===== config.mk =====
export PLATFORM = sky130hd
export DESIGN_NAME = serial_mag_comparator
export DESIGN_NICKNAME = d
export VERILOG_FILES = /design/src/rtl/serial_mag_comparator.sv
export SDC_FILE = /design/constraint.sdc
export NUM_CORES = 1
export LEC_CHECK = 0
export CORE_AREA = 2 2 52 54
export DETAILED_ROUTE_END_ITERATION = 10
export DIE_AREA = 0 0 54 56
export HOLD_SLACK_MARGIN = 0.15
export PLACE_DENSITY = 0.81
export REMOVE_ABC_BUFFERS = 1
export SYNTH_ARGS = -nofsm -noshare
export SYNTH_HDL_FRONTEND = slang
export SYNTH_SLANG_ARGS = --single-unit

===== constraint.sdc =====
create_clock -name clk -period 2.5 [get_ports clk]
set_input_delay 0.5 -clock clk [delete_from_list [all_inputs] [get_ports clk]]
set_output_delay 0.5 -clock clk [all_outputs]
set_load 0.005 [all_outputs]

===== src/rtl/serial_mag_comparator.sv =====
// Bit-serial unsigned magnitude comparator: operands are shifted LSB-first through a
// single comparator cell whose e/g outputs are registered and fed back each clock.
module serial_mag_comparator #(
   parameter int WIDTH = 8
) (
   input  logic             clk,
   input  logic             rst,
   input  logic             start,
   input  logic [WIDTH-1:0] a,
   input  logic [WIDTH-1:0] b,
   output logic             busy,
   output logic             done,
   output logic             eq,
   output logic             gt,
   output logic             lt
);

   localparam int CW = $clog2(WIDTH + 1);
   localparam logic [CW-1:0] LAST = CW'(WIDTH - 1);

   typedef enum logic [1:0] {IDLE, SHIFT, DONE} state_t;

   state_t           r_state;
   state_t           w_next;
   logic [WIDTH-1:0] r_sa;
   logic [WIDTH-1:0] r_sb;
   logic             r_e;
   logic             r_g;
   logic [CW-1:0]    r_cnt;
   logic             w_e1;
   logic             w_g1;
   logic             w_load;
   logic             w_last;

   // Later (more significant) bits override the cascade, so LSB-first is correct.
   assign w_e1 = (r_sa[0] ~^ r_sb[0]) & r_e;
   assign w_g1 = (r_sa[0] & ~r_sb[0]) | ((r_sa[0] ~^ r_sb[0]) & r_g);

   always_comb begin
      w_next = r_state;
      w_load = 1'b0;
      w_last = 1'b0;
      case (r_state)
         IDLE: begin
            if (start) begin
               w_load = 1'b1;
               w_next = SHIFT;
            end
         end
         SHIFT: begin
            if (r_cnt == LAST) begin
               w_last = 1'b1;
               w_next = DONE;
            end
         end
         DONE: begin
            if (start) begin
               w_load = 1'b1;
               w_next = SHIFT;
            end else begin
               w_next = IDLE;
            end
         end
         default: w_next = IDLE;
      endcase
   end

   always_ff @(posedge clk or posedge rst) begin
      if (rst) r_state <= IDLE;
      else     r_state <= w_next;
   end

   always_ff @(posedge clk or posedge rst) begin
      if (rst) begin
         r_sa  <= '0;
         r_sb  <= '0;
         r_e   <= 1'b1;
         r_g   <= 1'b0;
         r_cnt <= '0;
      end else if (w_load) begin
         r_sa  <= a;
         r_sb  <= b;
         r_e   <= 1'b1;
         r_g   <= 1'b0;
         r_cnt <= '0;
      end else if (r_state == SHIFT) begin
         r_sa  <= r_sa >> 1;
         r_sb  <= r_sb >> 1;
         r_e   <= w_e1;
         r_g   <= w_g1;
         r_cnt <= r_cnt + CW'(1);
      end
   end

   // Result flags only move on completion so they stay stable mid-comparison.
   always_ff @(posedge clk or posedge rst) begin
      if (rst) begin
         busy <= 1'b0;
         done <= 1'b0;
         eq   <= 1'b0;
         gt   <= 1'b0;
         lt   <= 1'b0;
      end else begin
         done <= w_last;
         if (w_load)      busy <= 1'b1;
         else if (w_last) busy <= 1'b0;
         if (w_last) begin
            eq <= w_e1;
            gt <= w_g1;
            lt <= ~w_e1 & ~w_g1;
         end
      end
   end

endmodule

==> metrics <==
library cell contributing the largest single delay on the critical path clkdlybuf4s50_1; number of cells after detailed placement 168; Site Rows 18; leakage power of the design 0.764 nW; number of top-level pins 24; post-synthesis instance area 1290 µm²; FF-to-FF path depth 3; clock share of power 23.4%; PnR worst setup slack 0.797 ns; fraction of synthesized cell area taken by the top area cell type 54.2%; RSZ-0062 raised after global routing false; Resized Gates After CTS 0; Comb power frac 37.4%; FF-to-FF End r_sb[0]$_DFFE_PP0P_; most common library cell in the layout ignoring fill and taps dfrtp_1; layout cell share with drive strength beyond 1 11.6%; DRT Wirelength 2.54 mm; max_cap viols 0; final weighted congestion of routability-driven global placement 0.744; worst hold-check path type flip-flop to flip-flop; post-route clock period utilization 68.1%; peak supply drop 0.000791 V; worst reg2reg startpoint r_state[1]$_DFFE_PP0P_; run status finished clean; sequential cell fraction of total power 39.2%; wire length per cell after detailed routing 14.4 µm; cells after synthesis 120; critical path required time 2.00 ns; sequential share of the synthesized area 56.2%; clock tree root buffer cell clkbuf_4; via count 977; Setup WS pre-CTS 0.676 ns; kind of critical path flip-flop to output port; Overall Global Routing Usage 19.9%; final period demand of the worst path 1.70 ns; power density relative to cell area 1260 nW/µm²; number of antenna repair diodes 0; violation count after the first detailed-route iteration 19; Inserted Clock Buffers 5; number of nets in the layout 166; sink of the worst hold path r_sb[2]$_DFFE_PP0P_; worst-margin pin slew 0.682 ns; Post-synth ARST share 100%; total number of clock tree sinks 29; largest delay contributor family on the critical path buffers and inverters; Syn. warnings 0; Die Area 3020 µm²; TritonCTS clock tree built; worst clock skew on the final layout 0.0117 ns; non-filler cells in the finished layout 176; area of all placed cells without fillers 1640 µm²; sum of net half-perimeters after detailed placement 1.73 mm; top cells by area, synth dfrtp_1 (54%), a22oi_1 (6.4%), nand2_1 (6.1%), nand3_1 (4.6%), mux2i_1 (3.1%); width of the die 54 µm; largest net degree at the start of global routing 30; count of flip-flops with a built-in enable after synthesis 0; Bufs and invs on worst path 1; port buffer count 23; origin of the worst min-delay path r_sb[3]$_DFFE_PP0P_; switching share of total power 34.0%; number of nets with antenna violations after routing 0; area of the core 2430 µm²; number of buffers inserted to repair setup after CTS 0; insertion delay of the later-clocked pin in the worst-skew pair 0.33 ns; Max Clock Freq 587 MHz; highest fanout seen on the critical path 2; number of iterations in the first detailed-routing pass 4; initial antenna violation count 0; post-synthesis register bit count 29; placed cell area 1540 µm²; register clock-pin slew on the reported worst setup and hold paths 0.10 ns; distinct cell type count after synthesis 27; endpoints failing setup 0; CP Capture Type output port; leading cell types in the layout, fill and taps excluded dfrtp_1 (28), clkdlybuf4s50_1 (23), nand2_1 (21), nand3_1 (12), a22oi_1 (11); Hold-fix buffers, CTS 0; post-layout total power 2.06 mW; global-route wire length before repair 4.24 mm; number of logic stages on the critical path including buffering 1; number of fill cells 215; die extent in y 56 µm; top_reg_cell synth dfrtp_1; slack of the worst reg-to-reg path 1.00 ns; via count of the first global-routing pass 939; initial cell density of the core 53.2%; setup TNS 0 ns; internal portion of total power 1.36 mW; number of pins exceeding their max-slew limit in the final report 0; CP arrival 1.20 ns; final core occ 67.3%; largest stage delay on the critical path 0.50 ns; CTS HTree Levels 2; synthesized area per cell 10.8 µm²; switching power 700 µW; CTS Buffer Depth 2; grt total ovfl 0; DRC violations left 0; most area-hungry cell type in the Yosys netlist dfrtp_1; total count of hold-check failures in the final report 0; cell chain of the critical path clkdlybuf4s50_1; worst hold path cell count 2; critical path launch point type flip-flop; layout-stage area growth over the synthesis result 26.6%; Post-Route Hold Slack 0.498 ns; Vias per Instance 5.55; max-slew headroom at the worst pin 54.6%
## cells in the mapped netlist (2+ instances only)
cell	number
dfrtp_1	28
nand2_1	21
nand3_1	12
a22oi_1	11
buf_2	6
inv_1	5
a22o_1	4
mux2i_1	4
nor2_1	4
o21ai_0	4
a31oi_1	2
ha_1	2
mux2_4	2
nor3_1	2
## layout make-up
| class | instances | area [µm²] | share of cell area [%] |
|---|---|---|---|
| Timing Repair Buffer | 26 | 253 | 15.4 |
| Inverter | 5 | 18.8 | 1.15 |
| Clock inverter | 3 | 65.1 | 3.97 |
| Sequential cell | 29 | 727 | 44.4 |
| Tap cell | 30 | 37.5 | 2.29 |
| Clock buffer | 5 | 37.5 | 2.29 |
| Multi-Input combinational cell | 78 | 499 | 30.5 |
## metal layers
layer	vias to the layer above	track usage (%)	routed length [µm]
li1	471	-	-
met1	478	23.7	1110
met2	24	30.7	1240
met3	4	8.60	156
met4	0	8.57	40
met5	-	0	0
## kinds of logic after synthesis
group                    synth area share, %
AO/OA/AOI/OAI                           13.3
adder cells (fa/ha/maj)                 1.93
buffers and inverters                   5.22
flip-flops                              56.2
multiplexers                            6.29
AND/OR/NAND/NOR                         17.0
## tightest hold or removal path: cells and delay by family (launching register included)
family / cells / cell delay [ns]
AND/OR/NAND/NOR: 1 / 0.06
flip-flops: 1 / 0.36
AO/OA/AOI/OAI: 1 / 0.07
## state kept, by name, summed over array words and instances, names as in the netlist
signal	flops
done	1
r_sa	8
lt	1
r_state	2
r_g	1
r_cnt	4
r_sb	8
gt	1
busy	1
eq	1
r_e	1
## power by group through the flow
stage / combinational [mW] / clock [mW] / sequential (mW)
2_1_floorplan: 0.541 / 0 / 0.790
3_3_place_gp: 0.730 / 0 / 0.804
3_5_place_dp: 0.772 / 0 / 0.817
4_1_cts: 0.775 / 0.493 / 0.808
5_1_grt: 0.866 / 0.519 / 0.836
6_report: 0.770 / 0.482 / 0.808
## worst max-delay path by stage
stage | to | slack, ns | from
global route | gt | 0.71 | gt$_DFFE_PP0P_
global placement | r_sb[0]$_DFFE_PP0P_ | 0.70 | start
detailed placement | r_sb[0]$_DFFE_PP0P_ | 0.68 | start
floorplan | r_sb[0]$_DFFE_PP0P_ | 0.89 | start
finish | gt | 0.80 | gt$_DFFE_PP0P_
CTS | busy | 0.78 | busy$_DFFE_PP0P_
(Power assumes the default switching activity.)
==> variant 1 (same settings) <==
The parameter `WIDTH` goes from 8 to 32.
--- a/src/rtl/serial_mag_comparator.sv
+++ b/src/rtl/serial_mag_comparator.sv
@@ -1,7 +1,7 @@
 // Bit-serial unsigned magnitude comparator: operands are shifted LSB-first through a
 // single comparator cell whose e/g outputs are registered and fed back each clock.
 module serial_mag_comparator #(
-   parameter int WIDTH = 8
+   parameter int WIDTH = 32
 ) (
    input  logic             clk,
    input  logic             rst,
Ports: changed (resized a and b); port bits go from 24 to 72. No check against the original RTL was run, so the function may have changed too.
==> variant 1 against the unedited design <==
The flow now stops in global placement without I/O (3_1_place_gp_skip_io). Area after synthesis rose to 2.7 times the old value.
==> variant 1: results (changes against the unedited design) <==
Status
  – Outcome: aborted with a tool error (was finished clean)
  – Last stage: global placement without I/O (3_1_place_gp_skip_io)
  – Err: [ERROR GPL-0301] Utilization 152.045 % exceeds 100%.

Synth
  – Cell Area, Synth: 3460 µm² (was 1290 µm²)
  – Synth cell types: 33 (was 27)
  – Async set-reset flop share out of synthesis: 100% (unchanged)
  – FF+latch count, synth: 79 (was 29)
  – Top post-synthesis cells by area: dfrtp_1, a22oi_1, nand3_1 (was dfrtp_1, a22oi_1, nand2_1)
  – Seq/Total Area, Yosys: 57.2% (was 56.2%)
  – Synthesized instance count: 342 (was 120)
  – Post-synth top cells: dfrtp_1, nand2_1, nand3_1 (unchanged)
  – Synth Warn #: 0 (unchanged)
==> variant 1: changes by cell type after synthesis, sizes merged, moves of 3 or more <==
cell | unedited run | this run
buf | 8 | 26
clkbuf | 0 | 3
nand3 | 12 | 61
nand2 | 21 | 67
dfrtp | 28 | 78
a22oi | 11 | 59
o211ai | 0 | 3
==> variant 1: cell families after synthesis <==
group	Yosys count	synth area share (%)
AO/OA/AOI/OAI	77	16.5
XOR/XNOR	1	0.253
adder cells (fa/ha/maj)	2	0.724
buffers and inverters	35	4.74
flip-flops	79	57.2
multiplexers	4	1.23
AND/OR/NAND/NOR	144	19.3
==> variant 2 (same flow settings) <==
Without the edit above. Reset style: synchronous (`rst`), changed in 3 clocked blocks.
--- a/src/rtl/serial_mag_comparator.sv
+++ b/src/rtl/serial_mag_comparator.sv
@@ -65,12 +65,12 @@
       endcase
    end
 
-   always_ff @(posedge clk or posedge rst) begin
+   always_ff @(posedge clk) begin
       if (rst) r_state <= IDLE;
       else     r_state <= w_next;
    end
 
-   always_ff @(posedge clk or posedge rst) begin
+   always_ff @(posedge clk) begin
       if (rst) begin
          r_sa  <= '0;
          r_sb  <= '0;
@@ -93,7 +93,7 @@
    end
 
    // Result flags only move on completion so they stay stable mid-comparison.
-   always_ff @(posedge clk or posedge rst) begin
+   always_ff @(posedge clk) begin
       if (rst) begin
          busy <= 1'b0;
          done <= 1'b0;
Check against the original RTL: differs if rst is asserted again (counterexample within 4 cycles, from zero or initial values and one cycle with rst high); with rst held inactive, the same outputs for 10 cycles.
==> variant 2 against the unedited design <==
Wire length increased by 0.87%. First-iteration DRC count rose by 32%. Worst setup slack better by 16 ps. Area after synthesis down 8.1%. Die area stayed put. Synthesized cell count is 17% higher. Non-clock buffer count is 1 lower. Via count grew 8.8%. Sequential cell count unchanged. Cell area is 10% lower. Largest cell class unchanged. Highest routed layer unchanged.
Power is not compared: it rests on default switching activity, and its combinational part moved more than twofold at a synthesized area within 25%.
==> variant 2: results (changes against the unedited design) <==
GRT
  – Total track usage: 19.7% (was 19.9%)
  – Routing usage on met2: 30.0% (was 30.7%)
  – Number of global-route vias before repair: 1014 (was 939)
  – Met3 usage: 8.87% (was 8.60%)
  – Largest net degree at the start of global routing: 30 (unchanged)

Detailed routing
  – Wire length on met1: 1.14 mm (was 1.11 mm)
  – WL/cell: 13.3 µm (was 14.4 µm)
  – Met3 wire len: 119 µm (was 156 µm)
  – Total Wirelength: 2.56 mm (was 2.54 mm)
  – Met2 WL: 1.24 mm (about the same)
  – DRT iter0 DRCs: 25 (was 19)

Layout
  – Bufs w/o clock: 25 (was 26)
  – Fraction of area in multi-input gates: 37.4% (was 30.5%)
  – Nets: 183 (was 166)
  – Seq area share: 39.4% (was 44.4%)
  – Multi-In Gates: 100 (was 78)
  – Area fraction of clock buffers and clock inverters: 3.74% (was 6.26%)
  – Fill count: 220 (was 215)
  – Non-clk invs: 1 (was 5)
  – Fraction of layout cells with a size suffix above 1: 5.56% (was 11.6%)
  – CLK BUF: 7 (was 5)
  – NonClk Buf Share: 16.6% (was 15.4%)

Synth
  – Post-synth top cells: dfxtp_1, nand2_1, nor2_1 (was dfrtp_1, nand2_1, nand3_1)
  – Synth Area in Adders: 2.11% (was 1.93%)
  – Synth cell types: 25 (was 27)
  – Post-Synth XOR/XNOR Area: 1.47% (was 0%)
  – Synthesized instance count: 140 (was 120)
  – Mux cell area share after synthesis: 0.842% (was 6.29%)
  – Seq/Total Area, Yosys: 48.8% (was 56.2%)
  – Top post-synthesis cells by area: dfxtp_1, a311oi_1, nand2_1 (was dfrtp_1, a22oi_1, nand2_1)

Status
  – Outcome: finished clean (unchanged)

Worst setup path
  – FF-to-FF End: r_cnt[3]$_SDFFE_PP0N_ (was r_sb[0]$_DFFE_PP0P_)
  – Worst setup path start: gt$_SDFFE_PP0P_ (was gt$_DFFE_PP0P_)
  – Reg-to-reg slack, setup: 900 ps (was 1000 ps)

Place
  – RD Place Congestion: 0.743 (was 0.744)
  – Area after DPL: 1420 µm² (was 1540 µm²)
  – DPL Wire Length: 1.65 mm (was 1.73 mm)

Hold path
  – Worst hold start: r_e$_SDFFE_PP1N_ (was r_sb[3]$_DFFE_PP0P_)
  – Hold Path Depth: 2 (unchanged)
  – Worst Hold Path EP: r_e$_SDFFE_PP1N_ (was r_sb[2]$_DFFE_PP0P_)

Timing
  – Slew @ Worst Pin: 859 ps (was 682 ps)
  – Skew final: 2.55 ps (was 11.7 ps)
  – Hold slack: 477 ps (was 498 ps)
-- variant 2: cell count changes after synthesis, moves of 3 or more --
cell / delta
nand3_1: -8
nand2b_1: +3
mux2i_1: -3
inv_1: -4
nor2_1: +12
nand2_1: +7
a21oi_1: +10
dfxtp_1: +29
a22oi_1: -9
a22o_1: -4
a311oi_1: +13
dfrtp_1: -28
-- variant 2: through the flow --
step | util [%] | setup slack [ps]
2_1_floorplan | - | 960
3_3_place_gp | 58.3 | 747
3_5_place_dp | 58.3 | 696
4_1_cts | 60.6 | 805
5_1_grt | 60.6 | 747
6_report | 60.6 | 813
-- variant 2: power breakdown --
part           switching [W]  internal (W)
sequential         0.0000159      0.000489
combinational      0.0000668     0.0000592
clock               0.000160      0.000132
-- variant 2: kinds of logic after synthesis --
group | after synthesis
flip-flops | 29
adder cells (fa/ha/maj) | 2
buffers and inverters | 11
multiplexers | 1
XOR/XNOR | 2
AND/OR/NAND/NOR | 63
AO/OA/AOI/OAI | 32
